===== config.mk =====
export PLATFORM = sky130hd
export DESIGN_NAME = segment_display_scanner
export DESIGN_NICKNAME = d
export VERILOG_FILES = /design/src/rtl/segment_display_scanner_pkg.sv /design/src/rtl/segment_display_scanner_scan_prescaler.sv /design/src/rtl/segment_display_scanner.sv
export SDC_FILE = /design/constraint.sdc
export NUM_CORES = 1
export LEC_CHECK = 0
export ABC_CLOCK_PERIOD_IN_PS = 1900
export BUFFER_PORTS_ARGS = -buffer_cell sky130_fd_sc_hd__buf_2
export CAP_MARGIN = 30
export CORE_MARGIN = 2
export CORE_UTILIZATION = 50
export CTS_CLUSTER_DIAMETER = 200
export CTS_CLUSTER_SIZE = 24
export DETAILED_ROUTE_END_ITERATION = 8
export PLACE_DENSITY = 0.72
export SKIP_CTS_REPAIR_TIMING = 1
export SLEW_MARGIN = 5
export SYNTH_ARGS = -nofsm -noshare
export SYNTH_HDL_FRONTEND = slang
export SYNTH_SLANG_ARGS = --single-unit

===== constraint.sdc =====
create_clock -name Clk -period 1.9 [get_ports Clk]
set_input_delay 0.19 -clock Clk [delete_from_list [all_inputs] [get_ports Clk]]
set_output_delay 0.19 -clock Clk [all_outputs]
set_load 0.1 [all_outputs]

===== src/rtl/segment_display_scanner_pkg.sv =====
// Shared definitions for the segment display scanner.
//   ANODE_OFF          : level of one inactive (active-low) anode bit
//   DEFAULT_BLANK_CODE : HexDigit code the downstream decoder renders dark
//   MAX_DIGITS         : widest display the helper function handles
//   highest_nonzero()  : index of the most significant nonzero hex digit
package segment_display_scanner_pkg;

  localparam logic       ANODE_OFF          = 1'b1;
  localparam logic [3:0] DEFAULT_BLANK_CODE = 4'hF;
  localparam int         MAX_DIGITS         = 8;

  // Returns the index of the highest nonzero digit among the lowest `digits`
  // digits of `value`. An all-zero value returns 0, so digit 0 is always
  // treated as significant.
  function automatic logic [2:0] highest_nonzero(
    input logic [4*MAX_DIGITS-1:0] value,
    input int                      digits
  );
    logic [2:0] hi;
    hi = '0;
    for (int i = 0; i < MAX_DIGITS; i++) begin
      if (i < digits && value[4*i +: 4] != 4'h0) hi = 3'(i);
    end
    return hi;
  endfunction

endpackage


===== src/rtl/segment_display_scanner_scan_prescaler.sv =====
// Modulo-N counter with a wrap strobe, used to pace display multiplexing.
//   clk   : clock
//   rst   : asynchronous active-high reset, clears the count
//   en    : count enable; when low the count holds and wrap stays low
//   count : current count, 0..N-1
//   wrap  : high during the cycle whose rising edge returns count to 0
module segment_display_scanner_scan_prescaler #(
  parameter int N     = 50000,
  parameter int CNT_W = (N > 1) ? $clog2(N) : 1
) (
  input  logic             clk,
  input  logic             rst,
  input  logic             en,
  output logic [CNT_W-1:0] count,
  output logic             wrap
);

  assign wrap = en && (count == CNT_W'(N - 1));

  // NOTE: state registers use non-blocking assignment so every flop samples
  // the pre-edge values regardless of the order blocks are evaluated.
  always_ff @(posedge clk or posedge rst) begin
    if (rst) begin
      count <= '0;
    end else if (en) begin
      count <= wrap ? '0 : count + CNT_W'(1);
    end
  end

endmodule


===== src/rtl/segment_display_scanner.sv =====
// Time-multiplexed scan controller for a common-anode 7-segment display.
// Drives the hex-to-segment decoder's HexDigit input and the digit anodes.
//   Clk, Reset   : clock, asynchronous active-high reset
//   Value        : packed hex digits, digit 0 in Value[3:0] (rightmost)
//   DotMask      : per-digit decimal point enables
//   Load         : capture Value/DotMask; shown from the next frame start
//   BlankLeading : suppress leading zeros (applied live, not deferred)
//   HexDigit     : code for the lit digit (BLANK_CODE when dark)
//   Anodes       : active-low digit enables, at most one low
//   DecimalPoint : active-low decimal point segment
//   FrameStart   : one-cycle pulse on the edge that lights digit 0
//   Pending      : a captured value is waiting for the frame boundary
module segment_display_scanner
  import segment_display_scanner_pkg::*;
#(
  parameter int         DIGITS     = 4,
  parameter int         PRESCALE   = 50000,
  parameter logic [3:0] BLANK_CODE = DEFAULT_BLANK_CODE
) (
  input  logic                  Clk,
  input  logic                  Reset,
  input  logic [4*DIGITS-1:0]   Value,
  input  logic [DIGITS-1:0]     DotMask,
  input  logic                  Load,
  input  logic                  BlankLeading,
  output logic [3:0]            HexDigit,
  output logic [DIGITS-1:0]     Anodes,
  output logic                  DecimalPoint,
  output logic                  FrameStart,
  output logic                  Pending
);

  localparam int IDX_W = $clog2(DIGITS);
  localparam int CNT_W = $clog2(PRESCALE);

  logic                running;
  logic [IDX_W-1:0]    idx;
  logic [CNT_W-1:0]    count;
  logic                wrap;
  logic                frame_wrap;
  logic [4*DIGITS-1:0] shadow_value, disp_value;
  logic [DIGITS-1:0]   shadow_dot, disp_dot;

  logic [IDX_W-1:0]    top_digit;
  logic                dark;
  logic [3:0]          next_hex;
  logic [DIGITS-1:0]   next_anodes;
  logic                next_dp;
  logic                next_fs;

  // The scan is held for the first cycle after reset release so that digit 0
  // lights on the second edge and still receives a full PRESCALE slot.
  segment_display_scanner_scan_prescaler #(
    .N     (PRESCALE),
    .CNT_W (CNT_W)
  ) u_prescaler (
    .clk   (Clk),
    .rst   (Reset),
    .en    (running),
    .count (count),
    .wrap  (wrap)
  );

  assign frame_wrap = wrap && (idx == IDX_W'(DIGITS - 1));

  // NOTE: shadow and display are ordinary flops rather than a memory array,
  // so they take the asynchronous reset along with the rest of the state.
  always_ff @(posedge Clk or posedge Reset) begin
    if (Reset) begin
      running      <= 1'b0;
      idx          <= '0;
      shadow_value <= '0;
      shadow_dot   <= '0;
      disp_value   <= '0;
      disp_dot     <= '0;
      Pending      <= 1'b0;
    end else begin
      running <= 1'b1;
      if (wrap) idx <= frame_wrap ? '0 : idx + IDX_W'(1);

      if (frame_wrap && Load) begin
        // A load landing on the boundary goes straight to the display.
        disp_value <= Value;
        disp_dot   <= DotMask;
        Pending    <= 1'b0;
      end else if (frame_wrap && Pending) begin
        disp_value <= shadow_value;
        disp_dot   <= shadow_dot;
        Pending    <= 1'b0;
      end else if (Load) begin
        shadow_value <= Value;
        shadow_dot   <= DotMask;
        Pending      <= 1'b1;
      end
    end
  end

  // Outputs for the digit currently selected by idx; they appear one edge
  // after idx changes.
  // NOTE: every signal assigned in this block gets a default first so no
  // path leaves it unassigned and no latch is inferred.
  always_comb begin
    next_hex    = BLANK_CODE;
    next_anodes = {DIGITS{ANODE_OFF}};
    next_dp     = 1'b1;
    next_fs     = 1'b0;
    top_digit   = IDX_W'(highest_nonzero((4*MAX_DIGITS)'(disp_value), DIGITS));
    // idx above the highest nonzero digit implies idx > 0, so digit 0 is
    // never dark.
    dark        = BlankLeading && (idx > top_digit);
    if (running) begin
      next_hex = dark ? BLANK_CODE : disp_value[4*idx +: 4];
      // A dark digit with its decimal point set keeps its anode on.
      if (!dark || disp_dot[idx]) next_anodes = ~(DIGITS'(1) << idx);
      next_dp  = ~disp_dot[idx];
      next_fs  = (idx == '0) && (count == '0);
    end
  end

  always_ff @(posedge Clk or posedge Reset) begin
    if (Reset) begin
      HexDigit     <= BLANK_CODE;
      Anodes       <= {DIGITS{ANODE_OFF}};
      DecimalPoint <= 1'b1;
      FrameStart   <= 1'b0;
    end else begin
      HexDigit     <= next_hex;
      Anodes       <= next_anodes;
      DecimalPoint <= next_dp;
      FrameStart   <= next_fs;
    end
  end

endmodule


**Word-level counts from Yosys, hierarchy flattened**

Cells that the tools add are included.

- Word-level logic and storage cells: 60
- Bits in registers: 70
- Output and inout bits: 11
- Input bits: 24

- Equality and inequality tests: 2
- Magnitude comparators: 2
- Bitwise gates (word level): 4
- Shifts and indexed selects: 2
- Mux-type cells: 20
- Reduce and logical (&&, ||, !) cells: 16
- $add $sub $neg: 2

Operators with widths:

| cell | count |
|---|---|
| $mux 16 | 3 |
| $mux 4 | 6 |
| $add 16x1->16 const B | 1 |
| $eq 16x16->1 const B | 1 |
| $logic_not 16->1 | 1 |
| $shiftx 16x5->4 | 1 |
| $reduce_bool 4->1 | 3 |
| $mux 1 | 7 |
| $logic_and 1x1->1 | 6 |
| $mux 2 | 3 |
| $not 4->4 | 1 |
| $shl 1x2->4 const A | 1 |
| $lt 2x3->1 const B | 1 |
| $not 1->1 | 3 |
| $reduce_and 3->1 | 1 |
| $reduce_bool 3->1 | 1 |
| $add 2x1->2 const B | 1 |
| $bmux 1 s2 | 1 |
| $eq 2x2->1 const B | 1 |
| $gt 2x2->1 | 1 |
| $logic_not 2->1 | 1 |
| $reduce_bool 2->1 | 1 |
| $logic_not 1->1 | 1 |
| $logic_or 1x1->1 | 1 |

**Longest topological paths before layout**

Gate-level depths: netlist of the first run.

- Depth in word-level cells: 10
- Depth in mapped cells: 7

**Cells and area by module**

From an unflattened synthesis of the first run, not the netlist that was laid out.

- Cells, all modules: 277
- Area, all modules: 3,196.8 um^2

Modules (own cells, without submodules):

| module | cells an instance | times used | sequential area each (um^2) | area an instance (um^2) |
|---|---|---|---|---|
| segment_display_scanner | 200 | 1 | 1,362.6 | 2,397.3 |
| segment_display_scanner_scan_prescaler | 77 | 1 | 400.4 | 799.5 |

**Worst setup path before layout of the first run**

OpenSTA, ideal clock, no wires.

- Path type: register -> register
- Start point: reg disp_value[12]
- End point: reg Anodes[0]
- Library setup time: 0.088 ns
- Cell stages (with the launch flop): 8
- Arrival: 1.947 ns
- Setup slack: -0.135 ns
- Buffers on the path: 0
- Required time: 1.812 ns
- Cell sequence: dfrtp_1 or4_1 nor2_1 ha_1 nor2b_1 o211a_1 o21ai_0 nand2_1

- Longest elaborated chain between the ends: 8

RTL lines:

| element | line | text |
|---|---|---|
| from (decl) | segment_display_scanner.sv:41 | `logic [4*DIGITS-1:0] shadow_value, disp_value;` |
| from (signal assigned) | segment_display_scanner.sv:83 | `disp_value <= Value;` |
| from (signal assigned) | segment_display_scanner.sv:87 | `disp_value <= shadow_value;` |
| $reduce_bool 4->1 | segment_display_scanner_pkg.sv:22 | `if (i < digits && value[4*i +: 4] != 4'h0) hi = 3'(i);` |
| $mux 2 | segment_display_scanner_pkg.sv:22 |  |
| $gt 2x2->1 | segment_display_scanner.sv:110 | `dark = BlankLeading && (idx > top_digit);` |
| $logic_and 1x1->1 | segment_display_scanner.sv:110 |  |
| $logic_not 1->1 | segment_display_scanner.sv:114 | `if (!dark \|\| disp_dot[idx]) next_anodes = ~(DIGITS'(1) << idx);` |
| $logic_or 1x1->1 | segment_display_scanner.sv:114 |  |
| $mux 4 | segment_display_scanner.sv:114 |  |
| $mux 4 | segment_display_scanner.sv:111 | `if (running) begin` |
| named net next_anodes[0] | segment_display_scanner.sv:47 | `logic [DIGITS-1:0] next_anodes;` |
| to (signal assigned) | segment_display_scanner.sv:123 | `Anodes <= {DIGITS{ANODE_OFF}};` |
| to (signal assigned) | segment_display_scanner.sv:128 | `Anodes <= next_anodes;` |
| to (decl) | segment_display_scanner.sv:27 | `output logic [DIGITS-1:0] Anodes,` |

The timed path passes the listed nets, and every way through them passes these cells.
A chain may end at the register's enable or synchronous reset.

**Worst setup path in the final report of the first run**

- Start point: reg disp_value[11]
- End point: reg HexDigit[1]

- Longest elaborated chain between the ends: 7

RTL lines:

| element | line | text |
|---|---|---|
| $reduce_bool 4->1 | segment_display_scanner_pkg.sv:22 |  |
| $mux 2 (2 in series) | segment_display_scanner_pkg.sv:22 |  |
| $gt 2x2->1 | segment_display_scanner.sv:110 |  |
| $logic_and 1x1->1 | segment_display_scanner.sv:110 |  |
| $mux 4 | segment_display_scanner.sv:112 | `next_hex = dark ? BLANK_CODE : disp_value[4*idx +: 4];` |
| $mux 4 | segment_display_scanner.sv:111 |  |
| named net next_hex[1] | segment_display_scanner.sv:46 | `logic [3:0] next_hex;` |
| to (signal assigned) | segment_display_scanner.sv:127 | `HexDigit <= next_hex;` |
| to (decl) | segment_display_scanner.sv:26 | `output logic [3:0] HexDigit,` |

The timed path passes the listed nets, and every way through them passes these cells.

==> reports/metrics.csv, run 1 <==
stage,metric,value,unit
drt,Iteration-0 DRC Markers,165,
worst_setup_path,"Req. time, crit path",2170,ps
clock_tree,CTS tree,built,
timing,fin crit share,110,%
worst_setup_path,Critical Path End,HexDigit[1]$_DFF_PP1_,
logic_synthesis,Synth Cell Area,3250,µm²
worst_setup_path,worst-path fanout max,5,
logic_synthesis,Cells after Synth,265,
outcome,status,finished with violations,
logic_synthesis,Post-Synth Simple-Gate Area,12.6,%
logic_synthesis,Synth Area in Adders,3.08,%
logic_synthesis,Synth area leaders,"dfrtp_1, dfstp_2, mux2_2, a2bb2oi_1, mux4_2",
placed_design,Port Buffers,34,
power,leakage power,0.00183,µW
drt,wire per inst,17.5,µm
drt,DR vias/cell,5.80,
floorplan,Die H,84.6,µm
timing,clk_skew,5.94,ps
logic_synthesis,Seq cells post-synth,70,
timing,slew margin rel.,54.0,%
logic_synthesis,Post-synth EDFFs,0,
placed_design,Routability Congestion,0.824,
worst_setup_path,reg2reg setup slack,-200,ps
worst_setup_path,CP arrival,2370,ps
floorplan,# rows,29,
global_route,vias in the first global route,2295,
power,Pwr Density,811,nW/µm²
global_route,total track usage,20.1,%
drt,Final ANT Viol Nets,0,
placed_design,hpwl dp,4.74,mm
clock_tree,"Clk Latency, worst-skew pair",350,ps
logic_synthesis,area fraction in compound gates after synthesis,11.3,%
power,Final Total Pwr,3410,µW
drt,wire length on met3,346,µm
job,# Max-Cap Violations,0,
logic_synthesis,"Primary FF master, synth",dfrtp_1,
power,Clk pwr share,31.6,%
worst_setup_path,worst r2r dst,HexDigit[1]$_DFF_PP1_,
clock_tree,Root Buffer Master,clkbuf_8,
drt,Residual DRC,0,
logic_synthesis,cell taking the most area after synthesis,dfrtp_1,
clock_tree,Clock transition at path regs,80,ps
finish,post-layout util,66.6,%
timing,max frequency,477,MHz
finish,fraction of layout cells with a size suffix above 1,48.0,%
global_route,first-pass GRT wire length,11.3,mm
logic_synthesis,Yosys cell types,41,
worst_setup_path,path depth of the worst reg2reg path,6,
worst_setup_path,CP startpoint kind,flip-flop,
power,Peak VDD IR,0.551,mV
logic_synthesis,commonest cells in the netlist,"dfrtp_1, mux2_2, a2bb2oi_1, o22ai_1",
finish,number of fill cells,466,
power,sw frac,30.0,%
logic_synthesis,"count leader, synth",dfrtp_1,
drt,Max Used Layer,met4,
placed_design,Post-DP Area,3740,µm²
logic_synthesis,register area share after synthesis,54.3,%
power,net load switching power,1020,µW
power,Reg power frac,50.0,%
global_route,largest net degree at the start of global routing,31,
worst_setup_path,Critical Path End Type,flip-flop,
floorplan,die width,84.6,µm
logic_synthesis,combinational family with the most area after synthesis,simple AND/OR/NAND/NOR gates,
timing,Fin. Hold Viols,0,
drt,routed wl met2,3.32,mm
finish,synth-to-layout area growth,29.5,%
logic_synthesis,Synth warnings,0,
timing,final setup vio count,8,
logic_synthesis,Synth Area in XOR/XNOR,2.70,%
timing,RSZ-0062 raised after global routing,true,
clock_tree,clock sink total,70,
floorplan,Die Area,7150,µm²
logic_synthesis,mux cell area share after synthesis,11.1,%
floorplan,initial core utilization,51.4,%
clock_tree,CTS H-tree depth,3,
floorplan,core area,6310,µm²
timing,WHS,82.5,ps
worst_setup_path,FF-to-FF Start,disp_value[11]$_DFFE_PP0N_,
timing,Final min period,2100,ps
finish,Final nets,371,
finish,final instance area,4200,µm²
worst_hold_path,worst hold start,DotMask[2],
drt,DR pass1 iterations,4,
global_route,GRT overflow,0,
finish,diode count,0,
drt,Total Routed Length,7.35,mm
logic_synthesis,Async SR Flop Fraction,100,%
timing,Slew @ Worst Pin,688,ps
power,Pint,2380,µW
global_route,antenna violations before repair,0,
power,combinational share of power,18.3,%
timing,max-slew violations,0,
logic_synthesis,synthesized net count,297,
drt,routed via count,2443,
floorplan,IO Pins,35,
drt,met1 WL,3.52,mm
clock_tree,clock buffer count from CTS,9,
outcome,failing checks,setup timing,
worst_setup_path,crit path from,disp_value[11]$_DFFE_PP0N_,
logic_synthesis,Avg Inst Size Synth,12.2,µm²
logic_synthesis,Yosys top cell area share,47.0,%
timing,final worst setup slack,-197,ps
clock_tree,CTS max path bufs,2,
timing,setup TNS,-954,ps
worst_setup_path,kind of critical path,flip-flop to flip-flop,
worst_hold_path,Hold Crit Class,input port to flip-flop,
## critical path, stage by stage (launching register included)
cell     delay [ps]
dfrtp_1         400
or4_4           550
nor2_2           90
ha_1            240
nor2b_4         130
o211a_4         240
or3_4           360
## per-stage QoR
stage                     setup slack (ps)  instances
after floorplan                      -89.0        265
after global placement                -158        399
after detailed placement              -180        399
after CTS                             -200        415
after global routing                  -245        421
final                                 -197        421
## sequential cells by signal (all words and copies together) (netlist names)
register	count
HexDigit	4
running	1
idx	2
shadow_value	16
Anodes	4
disp_value	16
Pending	1
DecimalPoint	1
disp_dot	4
u_prescaler.count	16
FrameStart	1
shadow_dot	4
## final cells by class
class / instances / area (µm²) / share of cell area [%]
sequential: 70 / 1760 / 41.9
multi-input combinational: 167 / 1510 / 36.0
timing repair buffer: 77 / 601 / 14.3
clock buffer: 9 / 124 / 2.95
tap: 77 / 96.3 / 2.29
inverter: 14 / 56.3 / 1.34
clock inverter: 7 / 48.8 / 1.16
## worst min-delay path by stage
| stage | to | slack (ps) | cells past startpoint |
|---|---|---|---|
| global route | shadow_value[11]$_DFFE_PP0P_ | 80 | 2 |
| CTS | shadow_dot[1]$_DFFE_PP0P_ | -50 | 2 |
| finish | shadow_dot[2]$_DFFE_PP0P_ | 80 | 2 |
| detailed placement | shadow_dot[1]$_DFFE_PP0P_ | 320 | 2 |
| floorplan | Pending$_DFFE_PP0P_ | 340 | 2 |
| global placement | shadow_dot[2]$_DFFE_PP0P_ | 310 | 2 |
## power groups by stage
stage | sequential [µW] | combinational (µW) | clock [µW]
final | 1710 | 625 | 1080
after global routing | 1720 | 679 | 1160
after CTS | 1690 | 584 | 1090
after detailed placement | 1720 | 577 | 0
after global placement | 1720 | 566 | 0
after floorplan | 1800 | 295 | 0
## cell usage in the layout, fill, tap and decap left out, types with 5 or more instances in the layout
cell type	n
nor2_1	11
buf_2	34
dfrtp_1	61
o22ai_1	15
xnor2_1	5
nand4_1	5
buf_12	5
nand3_1	12
mux4_2	5
xor2_1	5
mux2_2	21
nand2_1	13
buf_4	33
dfstp_2	9
a2bb2oi_2	19
o21ai_0	11
ha_1	7
inv_1	12
clkbuf_8	9
## per-layer routing
| metal | GRT usage (%) | up-vias |
|---|---|---|
| li1 | - | 1132 |
| met1 | 30.6 | 1218 |
| met2 | 28.1 | 76 |
| met3 | 3.93 | 17 |
| met4 | 8.51 | 0 |
| met5 | 0 | - |
## kinds of logic after synthesis
group / count (synthesis)
buffers and inverters: 28
multiplexers: 27
XOR/XNOR: 10
other: 1
adder cells (fa/ha/maj): 8
AND/OR/NAND/NOR: 69
AO/OA/AOI/OAI: 52
flip-flops: 70
No activity file was read; power rests on OpenSTA's default activity.
==> run 2: changes to the inputs <==
- CORE_MARGIN: 2 -> 4
- PLACE_DENSITY: 0.72 -> not set
- PLACE_DENSITY_LB_ADDON: not set -> 0.12
==> reports/metrics.csv, run 2 (synthesized netlist as in run 1, its figures left out) <==
stage,metric,value,unit
outcome,status,finished with violations,
outcome,failing checks,setup timing,
global_route,antenna violations before repair,0,
finish,synth-to-layout area growth,22.5,%
drt,Residual DRC,0,
global_route,first-pass GRT wire length,11.4,mm
finish,"most common cell after layout, fill and taps aside",dfrtp_1,
finish,fraction of layout cells with a size suffix above 1,40.5,%
floorplan,Die H,88.6,µm
placed_design,hpwl dp,4.95,mm
worst_hold_path,Cells on Worst Hold Path,2,
timing,Slew @ Worst Pin,677,ps
drt,routed via count,2315,
timing,final worst setup slack,-157,ps
clock_tree,clock sink total,70,
finish,most frequent cells in the layout,"dfrtp_1, buf_2, buf_4",
timing,Final min period,2060,ps
worst_setup_path,"Req. time, crit path",2170,ps
drt,Final ANT Viol Nets,0,
clock_tree,CTS H-tree depth,3,
finish,Final nets,365,
global_route,largest net degree at the start of global routing,31,
worst_setup_path,worst-path fanout max,5,
finish,post-layout util,63.0,%
worst_setup_path,kind of critical path,flip-flop to flip-flop,
clock_tree,"Clk Latency, worst-skew pair",360,ps
timing,max-slew violations,0,
worst_setup_path,CP startpoint kind,flip-flop,
power,leakage power,0.00180,µW
global_route,vias in the first global route,2282,
timing,Fin. Hold Viols,0,
finish,diode count,0,
timing,clk_skew,15.9,ps
worst_setup_path,"Max stage delay cell, worst path",or4_4,
placed_design,Post-DP Area,3680,µm²
finish,"Cell Count, Final, Fillers Out",415,
job,# Max-Cap Violations,0,
placed_design,Routability Congestion,0.811,
clock_tree,CTS tree,built,
floorplan,initial core utilization,51.4,%
power,Pwr Density,900,nW/µm²
timing,RSZ-0062 raised after global routing,true,
finish,final instance area,3980,µm²
clock_tree,Root Buffer Master,clkbuf_8,
finish,top flop regs,"disp_value: 16 flops, shadow_value: 16 flops, u_prescaler.count: 16 flops",
clock_tree,clock buffer count from CTS,9,
timing,max frequency,486,MHz
timing,final setup vio count,8,
floorplan,# rows,29,
worst_setup_path,CP arrival,2320,ps
floorplan,Die Area,7840,µm²
global_route,total track usage,19.6,%
floorplan,core area,6310,µm²
worst_setup_path,Crit path largest cell delay,540,ps
worst_hold_path,Hold Crit Class,input port to flip-flop,
worst_setup_path,crit-path cells,"or4_4, nor2_2, ha_1, nor2b_1, o211a_1, or3_1",
drt,DR pass1 iterations,4,
power,Peak VDD IR,0.527,mV
timing,setup TNS,-1060,ps
drt,Total Routed Length,6.79,mm
drt,DR vias/cell,5.58,
floorplan,die width,88.6,µm
global_route,GRT overflow,0,
clock_tree,CTS max path bufs,2,
floorplan,IO Pins,35,
worst_setup_path,path depth of the worst reg2reg path,6,
placed_design,Port Buffers,34,
drt,Iteration-0 DRC Markers,106,
timing,slew margin rel.,54.8,%
placed_design,cell count after placement,397,
drt,wire per inst,16.4,µm
clock_tree,Clock transition at path regs,80,ps
worst_setup_path,Critical Path End Type,flip-flop,
timing,fin crit share,108,%
==> run 2: area by class of cell <==
cell class,instances,area [µm²]
repair buffers,71,470
fillers,530,2340
well taps,77,96.3
flip-flops and latches,70,1760
inverters,14,56.3
multi-input cells,167,1380
clock buffers,10,128
clock inverters,6,86.3
==> run 2: metrics by stage <==
stage | setup slack, ps | total power [µW] | hold slack (ps)
floorplan | -89.0 | 2090 | 339
global placement | -158 | 2250 | 318
detailed placement | -204 | 2270 | 331
CTS | -229 | 3590 | -54.8
global route | -216 | 3750 | 58.9
finish | -157 | 3580 | 77.4
==> run 2: metal layers <==
metal | global-route usage (%) | wire, µm | up-vias
met3 | 4.47 | 275 | 11
met1 | 27.9 | 3310 | 1154
met5 | 0 | 0 | -
met4 | 10.9 | 173 | 0
li1 | - | - | 1108
met2 | 27.7 | 3040 | 42
==> run 2: critical path: cells and delay by family, from the launching register on <==
kind            cells  cell delay [ps]
compound gates      1              250
flops               1              380
fa+ha+maj           1              240
simple gates        4             1110
==> run 2: worst paths after layout <==
check                                           start                                 to  slack, ps
max reg2reg                disp_value[10]$_DFFE_PP0N_              HexDigit[1]$_DFF_PP1_       -160
max in group asynchronous                       Reset          shadow_dot[0]$_DFFE_PP0P_        790
min reg2reg                 shadow_dot[3]$_DFFE_PP0P_          shadow_dot[3]$_DFFE_PP0P_        510
min                                         Value[13]       shadow_value[13]$_DFFE_PP0P_         80
max                        disp_value[10]$_DFFE_PP0N_              HexDigit[1]$_DFF_PP1_       -160
min in group asynchronous                       Reset  u_prescaler.count[12]$_DFFE_PP0P_        480
==> run 2: power by group <==
group	switching, µW	total (µW)	internal [µW]
logic	292	544	251
clock network	574	1310	737
registers	105	1730	1620
total	971	3580	2610
